==> config.mk <==
export PLATFORM = sky130hd
export DESIGN_NAME = mod_sequencer
export DESIGN_NICKNAME = d
export VERILOG_FILES = /design/src/rtl/mod_seq_pkg.sv /design/src/rtl/sample_tick_gen.sv /design/src/rtl/mod_sequencer.sv
export SDC_FILE = /design/constraint.sdc
export NUM_CORES = 1
export LEC_CHECK = 0
export CAP_MARGIN = 20
export CORE_ASPECT_RATIO = 1.4
export CORE_MARGIN = 2
export CORE_UTILIZATION = 35
export CTS_CLUSTER_DIAMETER = 80
export DETAILED_ROUTE_END_ITERATION = 10
export HOLD_SLACK_MARGIN = 0.12
export RECOVER_POWER = 100
export SYNTH_ARGS = -nofsm -noshare
export SYNTH_HDL_FRONTEND = slang
export SYNTH_SLANG_ARGS = --single-unit
==> constraint.sdc <==
create_clock -name clk -period 2.05 [get_ports clk]
set_clock_uncertainty 0.05 [all_clocks]
set_input_delay 0.5125 -clock clk [delete_from_list [all_inputs] [get_ports clk]]
set_output_delay 0.5125 -clock clk [all_outputs]
set_load 0.01 [all_outputs]
==> src/rtl/mod_seq_pkg.sv <==
// Shared types and constants for the BPSK transmit sequencer.
package mod_seq_pkg;
  typedef enum logic [1:0] {IDLE, LOAD, RUN} state_t;

  localparam logic [1:0] MODE_IDLE    = 2'b00;
  localparam logic [1:0] MODE_BPSK    = 2'b01;
  localparam logic [1:0] MODE_CARRIER = 2'b10;

  function automatic int half_table(input int aw);
    return 1 << (aw - 1);
  endfunction

  localparam int HALF_TABLE = half_table(7);
endpackage

==> src/rtl/sample_tick_gen.sv <==
// Divides clk down to the DAC/ADC sample rate; counter parks at 0 while disabled.
module sample_tick_gen #(
  parameter int CLK_DIV = 4
) (
  input  logic clk,
  input  logic reset_n,
  input  logic en,
  output logic tick,
  output logic clk_DA,
  output logic clk_AD
);
  localparam int DW = (CLK_DIV > 2) ? $clog2(CLK_DIV) : 1;

  logic [DW-1:0] div_cnt;

  always_ff @(posedge clk or negedge reset_n) begin
    if (!reset_n)          div_cnt <= '0;
    else if (!en || tick)  div_cnt <= '0;
    else                   div_cnt <= div_cnt + 1'b1;
  end

  assign tick   = en && (div_cnt == DW'(CLK_DIV - 1));
  // Sample clocks are derived from the counter so they drop with the enable.
  assign clk_DA = en && (div_cnt < DW'(CLK_DIV / 2));
  assign clk_AD = en && !clk_DA;
endmodule

==> src/rtl/mod_sequencer.sv <==
// Symbol-aligned BPSK sequencer: sine table addressing, phase flips, bit handshake.
// Define MOD_SEQ_DPSK_EN for differential (phase XOR bit) encoding.
module mod_sequencer
  import mod_seq_pkg::*;
#(
  parameter int CLK_DIV         = 4,
  parameter int CARRIER_PER_SYM = 2,
  parameter int ADDR_W          = 7
) (
  input  logic              clk,
  input  logic              reset_n,
  input  logic [1:0]        mode_req,
  input  logic              bit_in,
  input  logic              bit_valid,
  output logic              bit_ready,
  output logic [ADDR_W-1:0] address,
  output logic              clk_DA,
  output logic              clk_AD,
  output logic              blank_DA_n,
  output logic              sync_DA_n,
  output logic              sym_strobe,
  output logic              busy,
  output logic              underrun
);
  localparam int CW = (CARRIER_PER_SYM > 1) ? $clog2(CARRIER_PER_SYM) : 1;
  localparam logic [ADDR_W-1:0] HALF   = ADDR_W'(half_table(ADDR_W));
  localparam logic [CW-1:0]     CAR_MX = CW'(CARRIER_PER_SYM - 1);

  state_t            state, state_nx;
  logic [ADDR_W-1:0] base, base_nx;
  logic [CW-1:0]     car_cnt, car_nx;
  logic              phase, phase_nx, bit_phase;
  logic              run, tick, base_wrap, sym_end;

  assign run = (state == RUN);

  sample_tick_gen #(.CLK_DIV(CLK_DIV)) u_tick (
    .clk     (clk),
    .reset_n (reset_n),
    .en      (run),
    .tick    (tick),
    .clk_DA  (clk_DA),
    .clk_AD  (clk_AD)
  );

`ifdef MOD_SEQ_DPSK_EN
  assign bit_phase = phase ^ bit_in;
`else
  assign bit_phase = bit_in;
`endif

  assign base_wrap = tick && (base == '1);
  assign sym_end   = base_wrap && (car_cnt == CAR_MX);

  always_comb begin
    state_nx  = state;
    base_nx   = base;
    car_nx    = car_cnt;
    phase_nx  = phase;
    bit_ready = 1'b0;
    underrun  = 1'b0;
    case (state)
      IDLE: begin
        base_nx  = '0;
        car_nx   = '0;
        phase_nx = 1'b0;
        if (mode_req == MODE_BPSK)         state_nx = LOAD;
        else if (mode_req == MODE_CARRIER) state_nx = RUN;
      end
      LOAD: begin
        bit_ready = 1'b1;
        if (bit_valid) begin
          phase_nx = bit_phase;
          state_nx = RUN;
        end else if (mode_req != MODE_BPSK && mode_req != MODE_CARRIER) begin
          state_nx = IDLE;
        end
      end
      RUN: begin
        if (tick) base_nx = base + 1'b1;
        if (base_wrap) car_nx = (car_cnt == CAR_MX) ? '0 : car_cnt + 1'b1;
        // Mode is only honoured here; mid-symbol requests wait for this cycle.
        if (sym_end) begin
          case (mode_req)
            MODE_BPSK: begin
              bit_ready = 1'b1;
              if (bit_valid) phase_nx = bit_phase;
              else           underrun = 1'b1;
            end
            MODE_CARRIER: phase_nx = 1'b0;
            default: begin
              state_nx = IDLE;
              phase_nx = 1'b0;
            end
          endcase
        end
      end
      default: state_nx = IDLE;
    endcase
  end

  always_ff @(posedge clk or negedge reset_n) begin
    if (!reset_n) begin
      state   <= IDLE;
      base    <= '0;
      car_cnt <= '0;
      phase   <= 1'b0;
      address <= '0;
    end else begin
      state   <= state_nx;
      base    <= base_nx;
      car_cnt <= car_nx;
      phase   <= phase_nx;
      address <= base_nx + (phase_nx ? HALF : '0);
    end
  end

  assign sym_strobe = run && sym_end;
  assign blank_DA_n = run;
  assign sync_DA_n  = !(run && base == '0 && car_cnt == '0);
  assign busy       = (state != IDLE);
endmodule

==> metrics.csv <==
stage,metric,value,unit
worst_setup_path,Worst R2R Start,state[1]$_DFFE_PN0P_,
cts,latest clock arrival within the worst-skew pair,0.29,ns
timing,worst-margin pin slew,0.8262,ns
synth,Synth top cells by count,"dfrtp_1, nand2_1, inv_1, buf_4, ha_1",
synth,Seq cells post-synth,14,
outcome,status,"complete, but fails checks",
global_routing,number of global-route vias before repair,970,
worst_setup_path,Worst Setup Start Kind,register,
route,TritonRoute pass-1 iters,4,
cells_and_area,final instance area,1471,um^2
pwr,Max VDD drop,0.0009026,V
cts,Clock H-tree levels,1,
cells_and_area,number of diodes,0,
worst_setup_path,slowest stage cell on the critical path,dfrtp_1,
synth,top post-synthesis cells by area,"dfrtp_1, ha_1, mux2i_1",
global_routing,gr ovfl total,0,
worst_setup_path,critical-path cell list,inv_2 > ha_4 > nand4_1 > nor3_2 > buf_4 > and4b_1 > buf_2,
global_routing,gr usage total,18.34,%
worst_setup_path,CP endpoint kind,output pin,
synth,prevailing post-synth register cell,dfrtp_1,
worst_setup_path,"delay-heaviest family, CP",simple AND/OR/NAND/NOR gates,
floorplanning,# rows,22,
worst_setup_path,Bufs and invs on worst path,3,
synth,Post-synth EDFFs,0,
pwr,Pwr per Cell Area,865.4,nW/um^2
cts,deepest clock path buffer count,2,
floorplanning,die span in x,48.20,um
synth,post-synth cell types,34,
min_path,Hold Crit Start,u_tick.div_cnt[0]$_DFF_PN0_,
floorplanning,Initial Util,36.60,%
cts,root buf cell,clkbuf_4,
route,wire per inst,13.00,um
worst_setup_path,max incr delay on CP,0.40,ns
synth,most numerous cell in the Yosys netlist,dfrtp_1,
global_routing,largest net degree at the start of global routing,15,
worst_setup_path,crit path launch,state[0]$_DFFE_PN0P_,
pwr,total power,1.273,mW
cells_and_area,layout cells sized above 1,38.82,%
worst_setup_path,CP Max Fanout,3,
cts,CTS tree,built,
synth,post-synth top area share,36.60,%
timing,Final setup viols,3,
timing,RSZ-0062 raised after global routing,true,
timing,period utilization,112.3,%
timing,fin worst setup slack,-0.2527,ns
synth,Syn Nets,114,
synth,Mapped Area,957.2,um^2
route,DRC Markers,0,
floorplanning,DIE AREA,3175,um^2
synth,Synth area leader,dfrtp_1,
timing,Max Slew Vio Count,0,
cells_and_area,nets,167,
synth,"FFs w/ async S/R, synth",100.0,%
floorplanning,core area,2615,um^2
timing,Achievable Freq,434.3,MHz
synth,synth warn,0,
timing,Slew headroom,44.92,%
worst_setup_path,required time worst endpoint,1.49,ns
cts,"Clk pin slew, worst setup/hold paths",0.10,ns
place,Area after DPL,1368,um^2
worst_setup_path,kind of critical path,reg -> out,
timing,fin crit period,2.303,ns
place,Inst Count DP,177,
route,routed vias,925,
pwr,Leakage,0.7186,nW
place,gpl congestion,0.8016,
cells_and_area,Syn-to-layout area delta,53.73,%
outcome,failing checks,negative setup slack,
timing,Fin Hold WS,0.3943,ns
route,initial drt markers,13,
timing,final hold vios,0,
synth,Post-Syn Instances,100,
synth,Mapped Avg Cell Area,9.572,um^2
global_routing,initial antenna violation count,0,
floorplanning,die height,65.88,um
cts,Sink Count,14,
place,pre-CTS setup slack,-0.5325,ns
route,"antenna viol nets, final",0,
cts,TritonCTS buffer count,3,
place,DP HPWL,1.882,mm
place,I/O Buffers,20,
worst_setup_path,Worst Path Arrival,1.74,ns
min_path,Hold Path Class,reg -> reg,
route,Via density,4.920,
floorplanning,io pins,21,
synth,post-synthesis sequential area ratio,36.60,%
cells_and_area,Non-Filler Instances,188,
global_routing,global-route wire length before repair,4.091,mm
route,detailed-route wire length,2.444,mm
flow_run,max-cap check violation count,0,
## path summary, 6_finish.rpt
| kind | to | slack (ns) | cells after the start |
|---|---|---|---|
| worst max-delay path | underrun | -0.25 | 7 |
| max in group asynchronous | phase$_DFF_PN0_ | 0.66 | 2 |
| min in group asynchronous | async pin | 0.77 | 2 |
| worst min register to register | u_tick.div_cnt[0]$_DFF_PN0_ | 0.39 | 1 |
| worst min-delay path | u_tick.div_cnt[0]$_DFF_PN0_ | 0.39 | 1 |
| worst max register to register | state[0]$_DFFE_PN0P_ | 0.12 | 8 |
## metal layers
| layer | global-route usage [%] | vias to the layer above | part of all wire, % |
|---|---|---|---|
| met5 | 0 | - | 0 |
| li1 | - | 448 | - |
| met3 | 2.732 | 8 | 3.2 |
| met2 | 31.91 | 22 | 55 |
| met1 | 20.24 | 447 | 39 |
| met4 | 8.784 | 0 | 2.9 |
## report_power, final
part | total [mW] | switching, mW | internal (mW)
combinational | 0.720 | 0.359 | 0.361
clock | 0.208 | 0.0998 | 0.108
sequential | 0.345 | 0.0273 | 0.318
total | 1.27 | 0.486 | 0.787
## stage by stage
step | utilization [%] | TNS, ns
finish | 56.27 | -0.4853
global placement | 52.30 | -1.218
global route | 56.27 | -0.8500
CTS | 56.56 | -0.3210
detailed placement | 52.30 | -1.441
floorplan | - | -0.02161
## worst reg2reg max path, cell delays in order (launching register included)
cell and delay (ns):
dfrtp_1 0.43, buf_4 0.16, inv_1 0.07, ha_1 0.20, buf_4 0.14, inv_1 0.04, o211ai_1 0.36, mux2i_1 0.29
o21ai_1 0.08
## cell families (layout without fill, tap and decap cells)
| kind of cell | after synthesis | after routing | share of synthesized area [%] |
|---|---|---|---|
| flip-flops | 14 | 14 | 36.60 |
| AO/OA/AOI/OAI | 14 | 14 | 10.07 |
| AND/OR/NAND/NOR | 36 | 36 | 21.31 |
| buffers and inverters | 18 | 70 | 10.20 |
| adder cells (fa/ha/maj) | 8 | 8 | 10.46 |
| multiplexers | 7 | 7 | 8.628 |
| XOR/XNOR | 3 | 3 | 2.746 |
## cells in the final DEF (no fill, tap or decap), types with 2 or more instances in the layout
| master | Yosys | layout |
|---|---|---|
| buf_4 | 8 | 33 |
| dfrtp_1 | 14 | 14 |
| nand2_1 | 11 | 11 |
| clkdlybuf4s50_1 | 0 | 10 |
| inv_1 | 9 | 6 |
| mux2i_1 | 6 | 6 |
| o21ai_0 | 5 | 5 |
| ha_1 | 8 | 5 |
| nand4_1 | 4 | 4 |
| nor2_1 | 4 | 4 |
| clkbuf_4 | 0 | 4 |
| buf_2 | 0 | 3 |
| clkbuf_2 | 0 | 3 |
| nor2b_1 | 2 | 2 |
| inv_2 | 1 | 2 |
| nor3_1 | 3 | 2 |
| inv_4 | 0 | 2 |
| nand2b_1 | 2 | 2 |
| xor2_1 | 2 | 2 |
| o211ai_1 | 2 | 2 |
| ha_4 | 0 | 2 |
| dlygate4sd3_1 | 0 | 2 |
| clkbuf_1 | 0 | 2 |
## timing repair
item	CTS	global route
pin swaps	5	4
setup endpoints to repair	8	7
hold buffers	0	0
resized for setup	32	7
buffers inserted	8	3
## cell type report
| type | count | area (um^2) |
|---|---|---|
| clock buffers | 4 | 36.28 |
| well taps | 36 | 45.04 |
| fillers | 259 | 1144 |
| flip-flops and latches | 14 | 350.3 |
| multi-input cells | 68 | 564.3 |
| inverters | 10 | 42.54 |
| repair buffers | 56 | 432.9 |
Power figures use the tool's default switching activity.
